==> src/rtl/add_pkg.sv <==
// Shared types and helpers for the multi-cycle adder/subtractor.
package add_pkg;

  typedef enum logic [1:0] {
    IDLE,
    RUN,
    DONE
  } add_state_t;

  // Chunk-index register width; never narrower than one bit.
  function automatic int idx_w(input int n);
    return (n <= 1) ? 1 : $clog2(n);
  endfunction

endpackage

==> src/rtl/add_chunk.sv <==
// Combinational CHUNK-bit ripple of full-adder cells.
module add_chunk #(
  parameter int CHUNK = 4
) (
  input  logic [CHUNK-1:0] a_i,
  input  logic [CHUNK-1:0] b_i,
  input  logic             c_i,
  output logic [CHUNK-1:0] sum_o,
  output logic             c_o,
  output logic             c_top_o
);

  logic [CHUNK:0] c;

  always_comb begin
    c    = '0;
    c[0] = c_i;
    sum_o = '0;
    for (int i = 0; i < CHUNK; i++) begin
      sum_o[i] = a_i[i] ^ b_i[i] ^ c[i];
      c[i+1]   = (a_i[i] & b_i[i])
               | (a_i[i] & c[i])
               | (b_i[i] & c[i]);
    end
    c_o     = c[CHUNK];
    c_top_o = c[CHUNK-1];
  end

endmodule

==> src/rtl/add_multicycle.sv <==
// Multi-cycle adder/subtractor: CHUNK bits per clock, LSB first,
// with a start/ready/done handshake and signed overflow.
module add_multicycle
  import add_pkg::*;
#(
  parameter int WIDTH = 16,
  parameter int CHUNK = 4
) (
  input  logic             clk,
  input  logic             rst,
  input  logic             start,
  input  logic             sub,
  input  logic [WIDTH-1:0] a,
  input  logic [WIDTH-1:0] b,
  input  logic             carry_in,
  output logic             ready,
  output logic             done,
  output logic [WIDTH-1:0] out,
  output logic             carry_out,
  output logic             overflow
);

  localparam int NCHUNK = (CHUNK < 1) ? 1 : WIDTH / CHUNK;
  localparam int KW     = idx_w(NCHUNK);
  localparam logic [KW-1:0] LAST = KW'(NCHUNK - 1);

  if (CHUNK < 1 || CHUNK > WIDTH || (WIDTH % CHUNK) != 0) begin : g_bad_cfg
    $fatal(1, "add_multicycle: WIDTH must be a multiple of CHUNK");
  end

  add_state_t       state_q;
  logic [WIDTH-1:0] a_q;
  logic [WIDTH-1:0] b_q;
  logic [WIDTH-1:0] res_q;
  logic [KW-1:0]    k_q;
  logic             c_q;
  logic             ready_q;
  logic             done_q;
  logic [WIDTH-1:0] out_q;
  logic             cout_q;
  logic             ovf_q;

  logic [31:0]      idx;
  logic [WIDTH-1:0] a_sh;
  logic [WIDTH-1:0] b_sh;
  logic [WIDTH-1:0] mask;
  logic [WIDTH-1:0] res_d;
  logic [CHUNK-1:0] a_c;
  logic [CHUNK-1:0] b_c;
  logic [CHUNK-1:0] sum;
  logic             c_nxt;
  logic             c_top;

  // Select chunk k of each operand and splice its sum into the result.
  always_comb begin
    idx   = 32'(k_q) * 32'(CHUNK);
    a_sh  = a_q >> idx;
    b_sh  = b_q >> idx;
    a_c   = a_sh[CHUNK-1:0];
    b_c   = b_sh[CHUNK-1:0];
    mask  = WIDTH'({CHUNK{1'b1}}) << idx;
    res_d = (res_q & ~mask) | (WIDTH'(sum) << idx);
  end

  add_chunk #(
    .CHUNK(CHUNK)
  ) u_chunk (
    .a_i    (a_c),
    .b_i    (b_c),
    .c_i    (c_q),
    .sum_o  (sum),
    .c_o    (c_nxt),
    .c_top_o(c_top)
  );

  always_ff @(posedge clk) begin
    if (rst) begin
      state_q <= IDLE;
      a_q     <= '0;
      b_q     <= '0;
      res_q   <= '0;
      k_q     <= '0;
      c_q     <= 1'b0;
      ready_q <= 1'b1;
      done_q  <= 1'b0;
      out_q   <= '0;
      cout_q  <= 1'b0;
      ovf_q   <= 1'b0;
    end else begin
      done_q <= 1'b0;
      unique case (state_q)
        IDLE, DONE: begin
          if (start) begin
            a_q     <= a;
            b_q     <= sub ? ~b : b;
            c_q     <= carry_in ^ sub;
            k_q     <= '0;
            res_q   <= '0;
            ready_q <= 1'b0;
            state_q <= RUN;
          end else begin
            state_q <= IDLE;
          end
        end
        RUN: begin
          res_q <= res_d;
          c_q   <= c_nxt;
          k_q   <= k_q + 1'b1;
          if (k_q == LAST) begin
            state_q <= DONE;
            ready_q <= 1'b1;
            done_q  <= 1'b1;
            out_q   <= res_d;
            cout_q  <= c_nxt;
            ovf_q   <= c_top ^ c_nxt;
          end
        end
        default: begin
          state_q <= IDLE;
          ready_q <= 1'b1;
        end
      endcase
    end
  end

  assign ready     = ready_q;
  assign done      = done_q;
  assign out       = out_q;
  assign carry_out = cout_q;
  assign overflow  = ovf_q;

endmodule

==> config.mk <==
export PLATFORM = sky130hd
export DESIGN_NAME = add_multicycle
export DESIGN_NICKNAME = d
export VERILOG_FILES = /design/src/rtl/add_pkg.sv /design/src/rtl/add_chunk.sv /design/src/rtl/add_multicycle.sv
export SDC_FILE = /design/constraint.sdc
export NUM_CORES = 1
export LEC_CHECK = 0
export CORE_AREA = 4 4 88 90
export DETAILED_ROUTE_END_ITERATION = 16
export DIE_AREA = 0 0 92 94
export HOLD_SLACK_MARGIN = 0.05
export PLACE_DENSITY_LB_ADDON = 0.15
export SLEW_MARGIN = 20
export SYNTH_ARGS = -nofsm -noshare
export SYNTH_HDL_FRONTEND = slang
export SYNTH_SLANG_ARGS = --single-unit
==> constraint.sdc <==
create_clock -name clk -period 2.92 [get_ports clk]
set_clock_uncertainty 0.05 [all_clocks]
set_input_delay 0.584 -clock clk [delete_from_list [all_inputs] [get_ports clk]]
set_output_delay 0.584 -clock clk [all_outputs]
set_load 0.1 [all_outputs]
==> impl_metrics.toml <==
[status]
status = "finished, final reports clean"

[clock_tree]
cts_buffers = 9
tritoncts = "yes"
worstSkewPairLatency_ns = 0.34
postCtsHoldBufs = 0
root_buffer = "clkbuf_8"
cts_max_path_buffers = 2
clkTransAtPathRegs_ns = 0.07
cts_sinks = 69
h-tree-depth = 3

[worst_setup_path]
required_ns = 3.08
crit_arrival_ns = 3.04
ff2ff_path_depth = 9
endpoint_kind = "flop"
start_kind = "flop"
path_max_fanout = 7
path_class = "flop to flop"

[floorplanning]
fp.dieArea_sq_um = 8650
initial_core_util = 0.452
die_height_um = 94
ios = 57
core_area_sq_um = 7060
fp.dieW_um = 92
row_count = 31

[timing]
fin_ws_ns = 0.0397
min_period_over_period = 0.986
worst_slew_pin_slew_ns = 0.653
slew_violations = 0
fmax_ghz = 0.347
relSlewSlack = 0.564
hold_ws_ns = 0.403
rsz0062_at_grt = "yes"
finalSetupViolations = 0
min_period_ns = 2.88
hold_viol = 0

[pwr]
power.density_nw_per_um2 = 527
leakagePower_uw = 0.00150
ir_drop_uv = 264
p_total_uw = 2090

[global_routing]
gr-total-overflow = 0
grt_start_max_net_pins = 50
grt_pass1_vias = 2345
grt_usage = 0.163
antenna_found_initial = 0
grt_pass1_wl_um = 11000

[synth]
synthesis.area_sq_um = 3190
synth_top_area_share = 0.432
syn_inst = 328
synth.ff_latch_count = 69
synth_area_leaders = "dfxtp_1, mux4_2, xnor2_1"
synth.largest_area_cell = "dfxtp_1"
synth_fp_nets = 373
synth-edff-count = 0
postSynthAreaPerCell_sq_um = 9.74
synth-main-ff-cell = "dfxtp_1"
synth.distinct_cells = 37
ys_async_sr_fraction = 0
yosysSeqAreaShare = 0.432
yosysWarnings = 0

[detailed_routing]
avgRoutedWirePerCell_um = 14.5
num_vias = 2436
ant_nets = 0
first_pass_iters = 4
wirelength_um = 6930
viasPerCell = 5.09
drt_iter0_drc = 82
drc = 0

[cells_and_area]
layout.cells.non_filler = 479
layout_common_cells = "dfxtp_1, nand2_1, clkdlybuf4s50_1"
nNetsFinal = 422
layout-drive-gt1-share = 0.216
final_common_cell = "dfxtp_1"
diodes = 0
syn2layout_area_growth_pct = 24.4

[placed_design]
dp_cells = 464
place_hpwl_um = 5010
place_ws_ns = -0.0428
finalWeightedCongestion = 0.783
io_buffer_count = 56

[hold_path]
whs_path_depth = 2
hp-class = "flop to flop"

[run]
cap_violations = 0
-- sequential cells by signal, summed over array words and instances (netlist names) --
| name | flops |
|---|---|
| k_q | 2 |
| b_q | 16 |
| overflow | 1 |
| a_q | 16 |
| c_q | 1 |
| out | 16 |
| res_q | 12 |
| carry_out | 1 |
| ready | 1 |
| done | 1 |
| state_q | 2 |
-- layout make-up --
cell class,instances,area [sq um]
clock buffer,13,179
timing repair buffer,67,601
inverter,14,52.6
clock inverter,1,5.00
fill,668,3090
sequential,69,1390
tap,99,124
multi-input combinational,216,1630
-- routing by layer --
metal | vias to the layer above | track usage | part of all wire
li1 | 1236 | - | -
met1 | 1141 | 0.192 | 0.43
met2 | 47 | 0.286 | 0.51
met3 | 12 | 0.0393 | 0.045
met4 | 0 | 0.0606 | 0.018
met5 | - | 0 | 0
-- through the flow --
stage	area (sq um)	TNS, ns	util
6_report	3970	0	0.563
5_1_grt	3970	-0.244	0.563
4_1_cts	3940	0	0.558
3_3_place_gp	3750	0	0.532
2_1_floorplan	3210	-0.0498	-
3_5_place_dp	3750	-0.124	0.532
-- critical path: stages (launching register included) --
cell and delay (ns):
dfxtp_4 0.37, mux4_2 0.51, fa_2 0.37, inv_2 0.07, fa_2 0.21, fa_2 0.23, inv_2 0.05, fa_2 0.55
a221oi_1 0.27, nor3_1 0.08
-- worst paths after layout --
kind,slack [ns],startpoint,to
worst min register to register,0.40,overflow$_SDFFE_PP0P_,overflow$_SDFFE_PP0P_
worst min-delay path,0.40,overflow$_SDFFE_PP0P_,overflow$_SDFFE_PP0P_
worst max-delay path,0.04,k_q[0]$_SDFFE_PP0P_,out[11]$_SDFFE_PP0P_
worst max register to register,0.04,k_q[0]$_SDFFE_PP0P_,out[11]$_SDFFE_PP0P_
-- power breakdown --
group          internal [uW]  switching [uW]  total [uW]  leakage [uW]
Sequential               986            30.1        1020      0.000564
Combinational            164             193         357      0.000840
Clock                    391             331         721     0.0000974
-- cell families after synthesis --
family,after synthesis,share of synthesized area
buf+inv,43,0.0689
xor+xnor,19,0.0521
mux,10,0.0631
compound gates,72,0.187
fa+ha+maj,8,0.0407
flops,69,0.432
simple gates,107,0.156
-- synth_stat cells (8+ instances only) --
library cell,number
dfxtp_1,69
xnor2_1,19
mux4_2,8
a21oi_1,25
buf_2,14
nor2_1,34
a22o_1,8
nand2_1,42
inv_1,14
a211oi_2,10
nor3_1,14
a221oi_1,12
-- repair_timing --
action / CTS / global route
gates resized for setup: 1 / 9
endpoints found under the setup margin: 3 / 5
buffers inserted: 0 / 1
pin swaps: 0 / 10
(Power assumes the default switching activity.)
